--- src/rtl/flash_seg_loader.sv ---
// flash_seg_loader: boot-time copier that walks a multi-segment image header in
// flash and copies every segment payload into SRAM at its destination address.
// Optional feature macro: FLASH_SEG_LOADER_CHECKSUM_EN (adds payload checksum
// verification through an extra RD_CHK state before FINISH).
module flash_seg_loader #(
    parameter int DATA_W   = 32,
    parameter int FLASH_AW = 25,
    parameter int SRAM_AW  = 22,
    parameter int MAX_SEGS = 8,
    parameter int WAIT_CYC = 1
) (
    input  logic                clk,
    input  logic                rst,
    input  logic                start,
    input  logic                flash_ready,
    input  logic [DATA_W-1:0]   flash_data,
    output logic [FLASH_AW-1:0] flash_addr,
    output logic                flash_cs,
    input  logic                sram_ready,
    output logic [DATA_W-1:0]   sram_data,
    output logic [SRAM_AW-1:0]  sram_addr,
    output logic                sram_cs,
    output logic                busy,
    output logic                done,
    output logic                error,
    output logic [1:0]          err_code,
    output logic [31:0]         words_copied
);

    typedef enum logic [3:0] {
        S_IDLE,
        S_RD_CNT,
        S_RD_DST,
        S_RD_SIZE,
        S_CP_RD,
        S_CP_WR,
        S_NEXT_SEG,
`ifdef FLASH_SEG_LOADER_CHECKSUM_EN
        S_RD_CHK,
`endif
        S_FINISH,
        S_DONE,
        S_ERR
    } state_t;

    // Sub-phases of one flash read: request pulse, fixed latency, data capture.
    typedef enum logic [1:0] {
        PH_ISSUE,
        PH_WAIT,
        PH_CAP
    } phase_t;

    localparam int WCW = $clog2(WAIT_CYC + 1);
    localparam logic [WCW-1:0]    WAIT_LAST  = WCW'(WAIT_CYC - 1);
    localparam logic [DATA_W-1:0] MAX_SEGS_W = DATA_W'(MAX_SEGS);
`ifdef FLASH_SEG_LOADER_CHECKSUM_EN
    localparam state_t AFTER_SEGS = S_RD_CHK;
`else
    localparam state_t AFTER_SEGS = S_FINISH;
`endif

    state_t                state, state_n;
    phase_t                phase, phase_n;
    logic [WCW-1:0]        wait_cnt, wait_cnt_n;
    logic [FLASH_AW-1:0]   hdr_ptr, hdr_ptr_n;
    logic [FLASH_AW-1:0]   pay_ptr, pay_ptr_n;
    logic [DATA_W-1:0]     seg_total, seg_total_n;
    logic [31:0]           seg_idx, seg_idx_n;
    logic [SRAM_AW-1:0]    dst, dst_n;
    logic [31:0]           seg_size, seg_size_n;
    logic [31:0]           cnt, cnt_n;
    logic [DATA_W-1:0]     word_q, word_q_n;
    logic [31:0]           words_n;
    logic [1:0]            err_code_n;
    logic                  rd_active;
    logic                  rd_done;
`ifdef FLASH_SEG_LOADER_CHECKSUM_EN
    logic [DATA_W-1:0]     sum, sum_n;
`endif

    assign busy  = !(state == S_IDLE || state == S_DONE || state == S_ERR);
    assign done  = (state == S_DONE);
    assign error = (state == S_ERR);

    // Select which flash word the current state reads, if any.
    always_comb begin
        rd_active  = 1'b0;
        flash_addr = '0;
        case (state)
            S_RD_CNT: begin
                rd_active  = 1'b1;
                flash_addr = '0;
            end
            S_RD_DST, S_RD_SIZE: begin
                rd_active  = 1'b1;
                flash_addr = hdr_ptr;
            end
            S_CP_RD: begin
                rd_active  = 1'b1;
                flash_addr = pay_ptr;
            end
`ifdef FLASH_SEG_LOADER_CHECKSUM_EN
            S_RD_CHK: begin
                rd_active  = 1'b1;
                flash_addr = pay_ptr;
            end
`endif
            default: ;
        endcase
    end

    // Flash read handshake: one-cycle cs when ready, fixed wait, capture on ready.
    always_comb begin
        phase_n    = phase;
        wait_cnt_n = wait_cnt;
        flash_cs   = 1'b0;
        rd_done    = 1'b0;
        if (rd_active) begin
            case (phase)
                PH_ISSUE: begin
                    if (flash_ready) begin
                        flash_cs   = 1'b1;
                        phase_n    = PH_WAIT;
                        wait_cnt_n = '0;
                    end
                end
                PH_WAIT: begin
                    if (wait_cnt == WAIT_LAST) phase_n = PH_CAP;
                    else wait_cnt_n = wait_cnt + WCW'(1);
                end
                PH_CAP: begin
                    if (flash_ready) begin
                        rd_done = 1'b1;
                        phase_n = PH_ISSUE;
                    end
                end
                default: phase_n = PH_ISSUE;
            endcase
        end
    end

    // Header walk, payload copy and completion sequencing.
    always_comb begin
        state_n     = state;
        hdr_ptr_n   = hdr_ptr;
        pay_ptr_n   = pay_ptr;
        seg_total_n = seg_total;
        seg_idx_n   = seg_idx;
        dst_n       = dst;
        seg_size_n  = seg_size;
        cnt_n       = cnt;
        word_q_n    = word_q;
        words_n     = words_copied;
        err_code_n  = err_code;
`ifdef FLASH_SEG_LOADER_CHECKSUM_EN
        sum_n       = sum;
`endif
        sram_cs     = 1'b0;
        sram_addr   = '0;
        sram_data   = '0;
        case (state)
            S_IDLE, S_DONE, S_ERR: begin
                if (start) begin
                    state_n    = S_RD_CNT;
                    words_n    = '0;
                    err_code_n = 2'd0;
                    seg_idx_n  = '0;
`ifdef FLASH_SEG_LOADER_CHECKSUM_EN
                    sum_n      = '0;
`endif
                end
            end
            S_RD_CNT: begin
                if (rd_done) begin
                    seg_total_n = flash_data;
                    seg_idx_n   = '0;
                    if (flash_data == '0) begin
                        // Empty image: checksum word (if any) sits right after word 0.
                        pay_ptr_n = FLASH_AW'(1);
                        state_n   = AFTER_SEGS;
                    end else if (flash_data > MAX_SEGS_W) begin
                        err_code_n = 2'd1;
                        state_n    = S_ERR;
                    end else begin
                        hdr_ptr_n = FLASH_AW'(1);
                        pay_ptr_n = FLASH_AW'({flash_data, 1'b1});
                        state_n   = S_RD_DST;
                    end
                end
            end
            S_RD_DST: begin
                if (rd_done) begin
                    dst_n     = flash_data[SRAM_AW-1:0];
                    hdr_ptr_n = hdr_ptr + FLASH_AW'(1);
                    state_n   = S_RD_SIZE;
                end
            end
            S_RD_SIZE: begin
                if (rd_done) begin
                    seg_size_n = 32'(flash_data);
                    hdr_ptr_n  = hdr_ptr + FLASH_AW'(1);
                    cnt_n      = '0;
                    state_n    = (32'(flash_data) == 32'd0) ? S_NEXT_SEG : S_CP_RD;
                end
            end
            S_CP_RD: begin
                if (rd_done) begin
                    word_q_n = flash_data;
`ifdef FLASH_SEG_LOADER_CHECKSUM_EN
                    sum_n    = sum + flash_data;
`endif
                    state_n  = S_CP_WR;
                end
            end
            S_CP_WR: begin
                sram_addr = dst + cnt[SRAM_AW-1:0];
                sram_data = word_q;
                if (sram_ready) begin
                    sram_cs   = 1'b1;
                    pay_ptr_n = pay_ptr + FLASH_AW'(1);
                    cnt_n     = cnt + 32'd1;
                    words_n   = words_copied + 32'd1;
                    state_n   = ((cnt + 32'd1) == seg_size) ? S_NEXT_SEG : S_CP_RD;
                end
            end
            S_NEXT_SEG: begin
                seg_idx_n = seg_idx + 32'd1;
                state_n   = ((seg_idx + 32'd1) == 32'(seg_total)) ? AFTER_SEGS : S_RD_DST;
            end
`ifdef FLASH_SEG_LOADER_CHECKSUM_EN
            S_RD_CHK: begin
                if (rd_done) begin
                    if (flash_data == sum) begin
                        state_n = S_FINISH;
                    end else begin
                        err_code_n = 2'd2;
                        state_n    = S_ERR;
                    end
                end
            end
`endif
            S_FINISH: begin
                if (sram_ready) state_n = S_DONE;
            end
            default: state_n = S_IDLE;
        endcase
    end

    // State, pointer and counter registers with synchronous reset.
    always_ff @(posedge clk) begin
        if (rst) begin
            state        <= S_IDLE;
            phase        <= PH_ISSUE;
            wait_cnt     <= '0;
            hdr_ptr      <= '0;
            pay_ptr      <= '0;
            seg_total    <= '0;
            seg_idx      <= '0;
            dst          <= '0;
            seg_size     <= '0;
            cnt          <= '0;
            word_q       <= '0;
            words_copied <= '0;
            err_code     <= '0;
`ifdef FLASH_SEG_LOADER_CHECKSUM_EN
            sum          <= '0;
`endif
        end else begin
            state        <= state_n;
            phase        <= phase_n;
            wait_cnt     <= wait_cnt_n;
            hdr_ptr      <= hdr_ptr_n;
            pay_ptr      <= pay_ptr_n;
            seg_total    <= seg_total_n;
            seg_idx      <= seg_idx_n;
            dst          <= dst_n;
            seg_size     <= seg_size_n;
            cnt          <= cnt_n;
            word_q       <= word_q_n;
            words_copied <= words_n;
            err_code     <= err_code_n;
`ifdef FLASH_SEG_LOADER_CHECKSUM_EN
            sum          <= sum_n;
`endif
        end
    end

endmodule

--- config.mk ---
export PLATFORM = sky130hd
export DESIGN_NAME = flash_seg_loader
export DESIGN_NICKNAME = d
export VERILOG_FILES = /design/src/rtl/flash_seg_loader.sv
export SDC_FILE = /design/constraint.sdc
export NUM_CORES = 1
export LEC_CHECK = 0
export ABC_AREA = 0
export CORE_ASPECT_RATIO = 0.7
export CORE_MARGIN = 10
export CORE_UTILIZATION = 62
export DETAILED_ROUTE_END_ITERATION = 7
export GPL_TIMING_DRIVEN = 0
export PLACE_DENSITY = 0.87
export REMOVE_ABC_BUFFERS = 1
export SLEW_MARGIN = 20
export SYNTH_ARGS = -nofsm -noshare
export SYNTH_HDL_FRONTEND = slang
export SYNTH_SLANG_ARGS = --single-unit
--- constraint.sdc ---
create_clock -name clk -period 8.2 [get_ports clk]
set_clock_uncertainty 0.15 [all_clocks]
set_input_delay 2.05 -clock clk [delete_from_list [all_inputs] [get_ports clk]]
set_output_delay 2.05 -clock clk [all_outputs]
set_load 0.02 [all_outputs]
==> Word level (Yosys, flattened, before mapping) <==
Cells that the tools add are included.
{ "word_totals": {"mem_bits_rw": 0, "latch_bits": 0, "input_bits": 37, "mem_count": 0, "word_cells": 131, "mem_bits_ro": 0, "regBits": 273} }
{ "classes": {"n_addsub": 7, "reduce_logical": 29, "n_shift": 0, "order_cmp": 1, "bitwise": 0, "n_eq_ne": 28, "n_mux": 53, "mul": 0, "div_mod_pow": 0} }
{ "ops": {"columns": ["op", "n"], "rows": [
  ["$mux 25", 8],
  ["$mux 32", 5],
  ["$pmux 25 s2", 3],
  ["$pmux 32 s2", 2],
  ["$add 32x1->32 const B", 3],
  ["$pmux 32 s3", 1],
  ["$eq 32x32->1", 2],
  ["$add 25x1->25 const B", 2],
  ["$mux 4", 9],
  ["$gt 32x4->1 const B", 1],
  ["$logic_not 32->1", 1],
  ["$pmux 4 s8", 1],
  ["$ne 2x2->1 const B", 13],
  ["$add 22x22->22", 1],
  ["$mux 22", 1],
  ["$mux 2", 9],
  ["$eq 4x3->1 const B", 4],
  ["$reduce_and 3->1", 4],
  ["$reduce_bool 2->1", 6],
  ["$mux 1", 10],
  ["$reduce_and 5->1", 2],
  ["$eq 4x2->1 const B", 2],
  ["$eq 4x4->1 const B", 2],
  ["$reduce_and 2->1", 4],
  ["other kinds (20)", 22]
]} }

==> Depth between registers and ports, before layout <==
Gate-level depths: netlist of run 1.
{ "depth": {"depth_word": 6, "mapped_depth": 10, "depth_no_buf": 10} }

==> Worst setup path before layout of run 1 <==
OpenSTA, ideal clock, no wires.
{ "synth_path": {"path_type": "input to output", "start": "input flash_ready", "end": "output flash_cs", "arrival_time_ns": 2.837, "t_required_ns": 6.000, "path_buffers": 0, "slack_ns": 3.163, "path_stages": 1, "path_cell_list": "nor4b_1"} }
{ "synth_between": {"elab_chain_len": 3} }
{ "synth_rtl": {"columns": ["element", "line_no", "text"], "rows": [
  ["from (decl)", "15", "input logic flash_ready,"],
  ["$mux 1", "121", "if (flash_ready) begin"],
  ["$mux 1", "119", "case (phase)"],
  ["$mux 1", "118", "if (rd_active) begin"],
  ["to (decl)", "18", "output logic flash_cs,"]
]} }
Every way passes these cells.

==> Worst setup path in the final report of run 1 <==
{ "layout_path": {"start": "input sram_ready", "end": "output sram_cs"} }
{ "layout_between": {"elab_chain_len": 2} }
{ "layout_rtl": {"columns": ["element", "line_no", "text"], "rows": [
  ["from (decl)", "19", "input logic sram_ready,"],
  ["$mux 1", "218", "if (sram_ready) begin"],
  ["$mux 1", "161", "case (state)"],
  ["to (decl)", "22", "output logic sram_cs,"]
]} }
Every way passes these cells.

==> results of run 1 <==
registers in the layout, indices dropped and copies added (netlist names):
name,count
err_code,1
state,4
pay_ptr,25
dst,22
seg_size,32
seg_idx,32
words_copied,32
word_q,32
seg_total,32
cnt,32
phase,2
hdr_ptr,25
worst paths after layout:
path / endpoint / slack (ns)
hold reg to reg: word_q[6] / 0.30
setup reg to reg: cnt[6] / 3.46
hold / removal: word_q[6] / 0.30
setup / recovery: sram_cs / 0.62
logic make-up (layout without fill, tap and decap cells):
family,count (synthesis),after routing,share of synthesized area [%]
AO/OA/AOI/OAI,489,489,19.0
other,1,2,0.0248
buffers and inverters,158,255,4.39
flip-flops,271,271,35.9
AND/OR/NAND/NOR,939,939,29.2
adder cells (fa/ha/maj),27,27,2.28
multiplexers,6,6,0.406
XOR/XNOR,153,153,8.86
cells in the mapped netlist (11+ instances only):
cell type	n	area [um^2]
sky130_fd_sc_hd__or3_1	33	206
sky130_fd_sc_hd__and2_1	42	263
sky130_fd_sc_hd__a22oi_1	11	82.6
sky130_fd_sc_hd__inv_1	30	113
sky130_fd_sc_hd__ha_1	26	325
sky130_fd_sc_hd__nor2_1	208	781
sky130_fd_sc_hd__nand3_1	80	400
sky130_fd_sc_hd__xor2_1	56	490
sky130_fd_sc_hd__a21oi_1	247	1240
sky130_fd_sc_hd__a21o_1	16	120
sky130_fd_sc_hd__nand4_1	37	231
sky130_fd_sc_hd__a211oi_1	16	120
sky130_fd_sc_hd__a31oi_1	11	68.8
sky130_fd_sc_hd__nand2_1	372	1400
sky130_fd_sc_hd__xnor2_1	97	850
sky130_fd_sc_hd__nor3_1	33	165
sky130_fd_sc_hd__and3_1	36	225
sky130_fd_sc_hd__a22o_1	22	193
sky130_fd_sc_hd__clkbuf_1	107	402
sky130_fd_sc_hd__or4_1	19	143
sky130_fd_sc_hd__dfxtp_1	271	5430
sky130_fd_sc_hd__nor4_1	17	106
sky130_fd_sc_hd__and4_1	15	131
sky130_fd_sc_hd__o21ai_0	101	505
cell type report:
cell class	instances	area [um^2]
multi-input combinational	1615	9110
fill	1760	6050
sequential	271	5430
timing repair buffer	176	1840
clock buffer	41	768
tap	318	398
inverter	32	120
clock inverter	6	105
antenna	1	2.50
routing by layer:
| metal | track usage [%] | vias to the layer above |
|---|---|---|
| met5 | 0 | - |
| met4 | 10.2 | 0 |
| met3 | 6.33 | 115 |
| met2 | 43.7 | 971 |
| met1 | 41.4 | 7309 |
| li1 | - | 7281 |
power by group:
group | leakage [uW] | internal (uW) | total, uW | switching [uW]
clock network | 0.000427 | 735 | 1270 | 531
registers | 0.00218 | 1320 | 1320 | 6.25
logic | 0.00335 | 36.4 | 119 | 82.7
through the flow:
| stage | utilization (%) | area (um^2) |
|---|---|---|
| 3_5_place_dp | 70.8 | 16900 |
| 3_3_place_gp | 69.3 | 16500 |
| 6_report | 74.6 | 17800 |
| 5_1_grt | 74.6 | 17800 |
| 4_1_cts | 74.5 | 17700 |
| 2_1_floorplan | - | 14600 |
worst max-delay path, stage by stage:
cell and delay, ns:
sky130_fd_sc_hd__clkdlybuf4s50_1 0.64, sky130_fd_sc_hd__nand2_2 0.71, sky130_fd_sc_hd__clkinv_1 1.12, sky130_fd_sc_hd__clkdlybuf4s50_1 0.84
==> summary by stage, run 1 <==
STA
Subtracting the final worst setup slack from the clock period gives 7.58 ns. The final clock period utilization by the worst path is 92.4%. Final hold analysis gives a worst-case slack of 0.301 ns. The normalized max-slew margin is 25.9%. The final critical-path setup slack is between 0.6 and 0.7 ns. The count of pins over their slew limit is 0.

For the pin with the worst max-slew slack, the measured transition is around 1.1 ns. The number of failing hold endpoints at the final stage is 0. The maximum clock frequency is 0.132 GHz. Setup repair after global routing left no endpoint under its margin.

The number of endpoints failing setup at the final stage is 0. For the final routed database, the setup TNS stands at 0 ns.

Route
In the final routing, the length of wire on met1 measures around 20 mm. Summed over all nets, wire length on met3 after detailed routing comes to 6.27 mm. The remaining number of nets flagged by the antenna check after routing is 0.

The count of TritonRoute iterations in the first routing pass is 6. The total met2 wirelength after detailed routing is ~20 mm. Wires add up to 48.0 mm. After detailed routing, the number of remaining DRC violations is 0.

The starting DRC count in detailed routing is 2185. The detailed router used layers up to and including met4. For this block, the via count after detailed routing is 15700. The routed length per placed instance is approximately 20 um. The vias per cell is 6.37.

Global routing
The pin count of the biggest net entering global routing is ~120. Global routing used 29.5% of the available tracks. After global routing the overflow that remains totals 0.

The wire length of the first global-routing pass is 75.7 mm. The number of antenna violations at the first check in global routing came to 0. The via count of the first global-routing pass came to 14200.

Finish
Leaving out filler cells and counting taps, the final layout contains 2460. The net count of the finished layout is 2186. The most frequent standard cell in the layout excluding fill and tap cells is sky130_fd_sc_hd__nand2_1. The ratio of cells with drive above 1 in the final layout is 4.44%.

In the layout the commonest cells are 369 x sky130_fd_sc_hd__nand2_1, 271 x sky130_fd_sc_hd__dfxtp_1, 247 x sky130_fd_sc_hd__a21oi_1, 206 x sky130_fd_sc_hd__nor2_1, 152 x sky130_fd_sc_hd__clkdlybuf4s50_1. The signed area change from the synthesized netlist to the final layout is 17.5%.

Floorplan
The floorplan has 47 rows. The area of the core is 23800 um^2. From bottom edge to top edge, the die measures 151 um. The full die area is 31100 um^2. The initial cell density of the core is a little under two thirds.

The die width is 207 um. The count of pins on the block boundary is about 160.

Outcome
The run finished with clean final reports.

CTS
The worst-skew pair later-pin latency is ~0.54 ns. The number of buffers inserted by post-CTS setup repair is 0. The tree is rooted in a sky130_fd_sc_hd__clkbuf_16. Clock tree synthesis inserted a total of 26 buffers. The number of hold buffers added after CTS was 0. The TritonCTS clock tree is done. The maximum level of the CTS H-tree is 1. The clock-pin slew reported for the worst setup and hold paths after clock tree synthesis is ~0.060 ns. The number of buffers between clock root and the deepest sink is 3. The number of gates resized after CTS was 0. For this design, the sink count on the clock tree is 271.

Place
The weighted congestion reported at the end of routability-driven placement is 0.924. The detailed-placement wirelength estimate is 33.5 mm. Prior to clock tree synthesis, the placed netlist has a worst setup slack of 0.723 ns. The cell count after placement is 2411. Buffers placed on the I/O ports in this run total 153.

Job
Across the run, the number of max-cap violations was 0.

Hold path
The worst hold-check path type is register to register. In this run the most critical hold path is launched from word_q[6]. Along the worst hold path, the cell count comes to 2.

Critical path
The reg-to-reg startpoint is state[3]. The required arrival time at the worst endpoint is ~6 ns. The launching element type of the critical path is a primary input.

The number of cells on the worst reg-to-reg path is 7. Data on the critical path arrives at its endpoint at between 5 and 6 ns. STA classifies the critical path endpoint as a primary output.

Of all nets on the critical path, the largest fanout is 32. Tracing the worst setup path back leads to its startpoint at sram_ready. The classification of the worst setup path is primary input to primary output.

Synthesis
The main flop type after synthesis is sky130_fd_sc_hd__dfxtp_1. The synthesized instance count is a little over 2000. The number of different library cells used by synthesis comes to 73. For this run, asynchronously set or reset flops after synthesis account for 0%. The fraction of the yosys area taken by sequential cells is between 30% and 40%. The count of flip-flops with a built-in enable after synthesis is 0. The combined area of all synthesized cells is 15100 um^2. For this run, the number of Yosys warnings is 0. Synthesis inferred around 270 register bits. Averaged over all synthesized cells, the footprint is 7.40 um^2.

Pwr
For this design the static power due to leakage is 0.00596 uW. The sum of internal, switching and leakage power is 2710 uW. The maximum VDD drop is 0.000165 V. The total power density per cell area is ~150 nW/um^2.
(Power assumes the default switching activity.)
==> run 2: changes to the inputs <==
--- a/config.mk
+++ b/config.mk
@@ -5,7 +5,7 @@
 export SDC_FILE = /design/constraint.sdc
 export NUM_CORES = 1
 export LEC_CHECK = 0
-export ABC_AREA = 0
+export ABC_AREA = 1
 export CORE_ASPECT_RATIO = 0.7
 export CORE_MARGIN = 10
 export CORE_UTILIZATION = 62
==> summary by stage, run 2 <==
Outcome
The run finished with clean final reports.

Place
The wire-length estimate of the detail-placed layout is 39.4 mm. Buffers placed on the I/O ports in this run total 153. The cell count after placement is 2933. Routability-driven placement finished with a final weighted congestion of 0.996.

Floorplan
Pin placement for this block handled ~160 I/O pins. The floorplan step set the die height to 154 um. The area of the core is 25000 um^2. The initial cell density of the core is 63.8%. The number of core rows is 48.

The die width is about 210 um. The floorplan step defined a die boundary enclosing 32600 um^2.

Finish
From synthesis to final layout, the design area changed by 16.8%. The ratio of cells with drive above 1 in the final layout is under 10%. The number of cells in the finished layout apart from fillers is 2984.

Counting the fill cells in the layout gives 2021. After the last flow step, the layout net total stands at 2702. The number of antenna diodes in the final layout is 0.

Leaving out fill and tap cells, the most frequent cell in the layout is sky130_fd_sc_hd__nand2_1. In the layout the commonest cells are 642 x sky130_fd_sc_hd__nand2_1, 291 x sky130_fd_sc_hd__a21oi_1, 285 x sky130_fd_sc_hd__inv_1, 283 x sky130_fd_sc_hd__nor2_1, 271 x sky130_fd_sc_hd__dfxtp_1. Summing all multi-input logic gate instances after layout gives 9060 um^2. The area occupied by registers is 5430 um^2.

Synthesis
The count of flip-flops with a built-in enable after synthesis is 0. In the post-synthesis netlist, the biggest area contributors are sky130_fd_sc_hd__dfxtp_1 34%, sky130_fd_sc_hd__nand2_1 15%, sky130_fd_sc_hd__a21oi_1 9.1%, sky130_fd_sc_hd__nand3_1 7.4%, sky130_fd_sc_hd__inv_1 6.8%. The fraction of post-synthesis cell area in the top cell type by area is about a third. The cell accounting for the most synthesized area is sky130_fd_sc_hd__dfxtp_1. The combined area of all synthesized cells is 15900 um^2. The fraction of the yosys area taken by sequential cells is 34.0%. After synthesis, the mean cell area works out to between 6 and 7 um^2. The number of warnings printed during yosys synthesis is 0. The commonest cells after synthesis are 644 x sky130_fd_sc_hd__nand2_1, 291 x sky130_fd_sc_hd__a21oi_1, 290 x sky130_fd_sc_hd__inv_1. The main flop type after synthesis is sky130_fd_sc_hd__dfxtp_1. The total of flip-flops plus latches after synthesis is ~270. The synthesized instance count is roughly 2500. Counting flops with an async set or reset pin after synthesis yields a share of 0%. The most frequent cell after synthesis is sky130_fd_sc_hd__nand2_1. The post-synthesis cell type count is 53.

CTS
The total clock buffers created by CTS is 27. Gates resized during post-CTS repair numbered 0. The clock root buffer is sky130_fd_sc_hd__clkbuf_16. CTS built an H-tree with a depth of 1. TritonCTS built the clock tree. For the worst-skew pair, the clock arrives at the later sink with an insertion delay of 0.56 ns. The number of hold buffers added after CTS is 0. The number of buffers between clock root and the deepest sink is 3. The number of buffers inserted by post-CTS setup repair is 0.

CTS saw 271 sinks. After clock tree synthesis, the clock-pin slew on the worst setup and hold paths is 0.07 ns.

Route
Before antenna repair, the detailed router went through 6 iterations. The count of nets left with antenna violations once routing finished came out at 0. The DRC violations left is 0. Dividing the detail-routed wire length by the instance count gives 18.0 um. The routed design has 53.6 mm of wire. For this block, the initial DRC count from the detailed router was 2395. The vias per cell is 5.95. The routed layout has around 18000 vias.

STA
The final clock period utilization by the worst path is 80.6%. Subtracting the final worst setup slack from the clock period gives 6.61 ns. The count of pins over their slew limit is 0. The number of failing hold endpoints at the final stage came to 0. Setup repair after global routing left no endpoint under its margin. The number of endpoints failing setup at the final stage is 0.

On the final layout, the worst hold slack is 0.302 ns. In this run the tightest slew margin relative to its limit is 26.2%. The maximum clock frequency is 0.151 GHz. At the pin with the least slew margin, the transition time is 1.10 ns.

Pwr
The leakage power figure is 0.00666 uW. The total power density per cell area is 148 nW/um^2. The sum of internal, switching and leakage power is approximately 2800 uW. Across the VDD grid, the largest voltage drop is between 0.00015 and 0.0002 V.

Critical path
The setup check on the worst reg-to-reg path leaves a slack of 4.27 ns. STA classifies the critical path endpoint as a primary output. The cell repeated most along the worst path is sky130_fd_sc_hd__clkdlybuf4s50_1.

In this design, the stage delay of the slowest critical-path cell is roughly 0.8 ns. The path depth of the worst reg2reg path is 13. Grouping stages by cell kind, the critical path spends the most delay in buffers and inverters. At the worst endpoint, the required time is 6.00 ns. The reg-to-reg startpoint is state[1]. The total buffers and inverters traversed by the critical path is 3. The worst register-to-register path ends at pay_ptr[20].

The signal on the critical path passes through clkdlybuf4s50_1 -> nand2_4 -> inv_2 -> clkdlybuf4s50_1. At the worst endpoint, the arrival time is 4.41 ns. The launching element type of the critical path is a primary input. The setup path with the least slack is of type primary input to primary output. In this run the worst path has a maximum fanout of 31. For this design, the slowest cell found on the critical path is sky130_fd_sc_hd__clkdlybuf4s50_1.

Global routing
The total congestion overflow is 0. The number of antenna violations at the first check in global routing is 2. The first global-routing pass estimated roughly 86 mm of wire. The via count of the first global-routing pass is approximately 16000. The global routing usage summed across all routing layers is 31.7%.

Entering global routing, the biggest net connects 85 pins.

Hold path
For hold timing, the worst endpoint is word_q[10]. The min-delay analysis places its worst path in the category register to register. The worst hold path begins at word_q[10].

The number of cells on the worst hold path is 2.

Job
The tool flagged a number of max-cap violations equal to 0.
==> run 2: cell types whose count changed in the layout (fill, tap and decap cells not counted), sizes merged, moves of 82 or more <==
cell,change
o21ai,+82
inv,+268
nand3,+158
nand2,+277
xnor2,-90
nor2,+91
==> run 2: cell type report <==
type | count | share of cell area, %
inverters | 299 | 6.04
multi-input cells | 1876 | 48.7
clock inverters | 5 | 0.175
flip-flops and latches | 271 | 29.1
clock buffers | 45 | 4.42
well taps | 325 | 2.18
repair buffers | 163 | 9.35
==> run 2: per-layer routing <==
metal / up-vias / wire length [um] / track usage, %
li1: 8499 / - / -
met1: 8205 / 22700 / 43.1
met2: 935 / 23500 / 49.1
met3: 114 / 5890 / 7.74
met4: 2 / 1430 / 8.43
met5: - / 13 / 0
==> run 2: metrics by stage <==
step	utilization (%)	setup TNS [ns]	instance area, um^2	worst slack, ns
after floorplan	-	0	15600	3.29
after global placement	70.1	-391.94	17500	-3.86
after detailed placement	71.0	0	17700	1.20
after CTS	74.4	0	18600	1.19
after global routing	74.5	0	18600	1.54
final	74.5	0	18600	1.59
==> run 2: cell families (layout without fill, tap and decap cells) <==
family / after synthesis / after routing / synth area share, %
AOI/OAI and AO/OA: 540 / 540 / 18.2
xor gates and xnor gates: 37 / 37 / 2.64
adders and majority gates: 27 / 27 / 2.17
buffers and inverters: 389 / 512 / 9.31
DFF: 271 / 271 / 34.0
other: 1 / 1 / 0.0235
and+or+nand+nor: 1271 / 1271 / 33.7
==> run 2: power by group <==
group | internal, uW | switching (uW) | total, uW
combinational | 61.3 | 134 | 196
sequential | 1320 | 6.90 | 1330
clock | 683 | 550 | 1230
==> run 2: worst max path at each step <==
| stage | endpoint | slack, ns | cells after the start | start |
|---|---|---|---|---|
| floorplan | sram_cs | 3.29 | 2 | sram_ready |
| global placement | words_copied[12] | -3.86 | 6 | rst |
| detailed placement | sram_cs | 1.20 | 4 | sram_ready |
| CTS | sram_cs | 1.19 | 4 | sram_ready |
| global route | sram_cs | 1.54 | 4 | sram_ready |
| finish | sram_cs | 1.59 | 4 | sram_ready |
==> run 2: worst register-to-register path, cell delays in order (launching register included) <==
cell and delay [ns]:
sky130_fd_sc_hd__dfxtp_1 0.41, sky130_fd_sc_hd__nor2_1 0.25, sky130_fd_sc_hd__inv_1 0.12, sky130_fd_sc_hd__nor2_4 0.15, sky130_fd_sc_hd__nor2_1 0.07, sky130_fd_sc_hd__inv_1 0.09
sky130_fd_sc_hd__nand2_1 0.07, sky130_fd_sc_hd__inv_2 0.66, sky130_fd_sc_hd__nor2_1 0.23, sky130_fd_sc_hd__a21oi_2 0.78, sky130_fd_sc_hd__inv_2 0.37, sky130_fd_sc_hd__a21oi_1 0.23
sky130_fd_sc_hd__o21ai_0 0.12, sky130_fd_sc_hd__a21oi_1 0.15
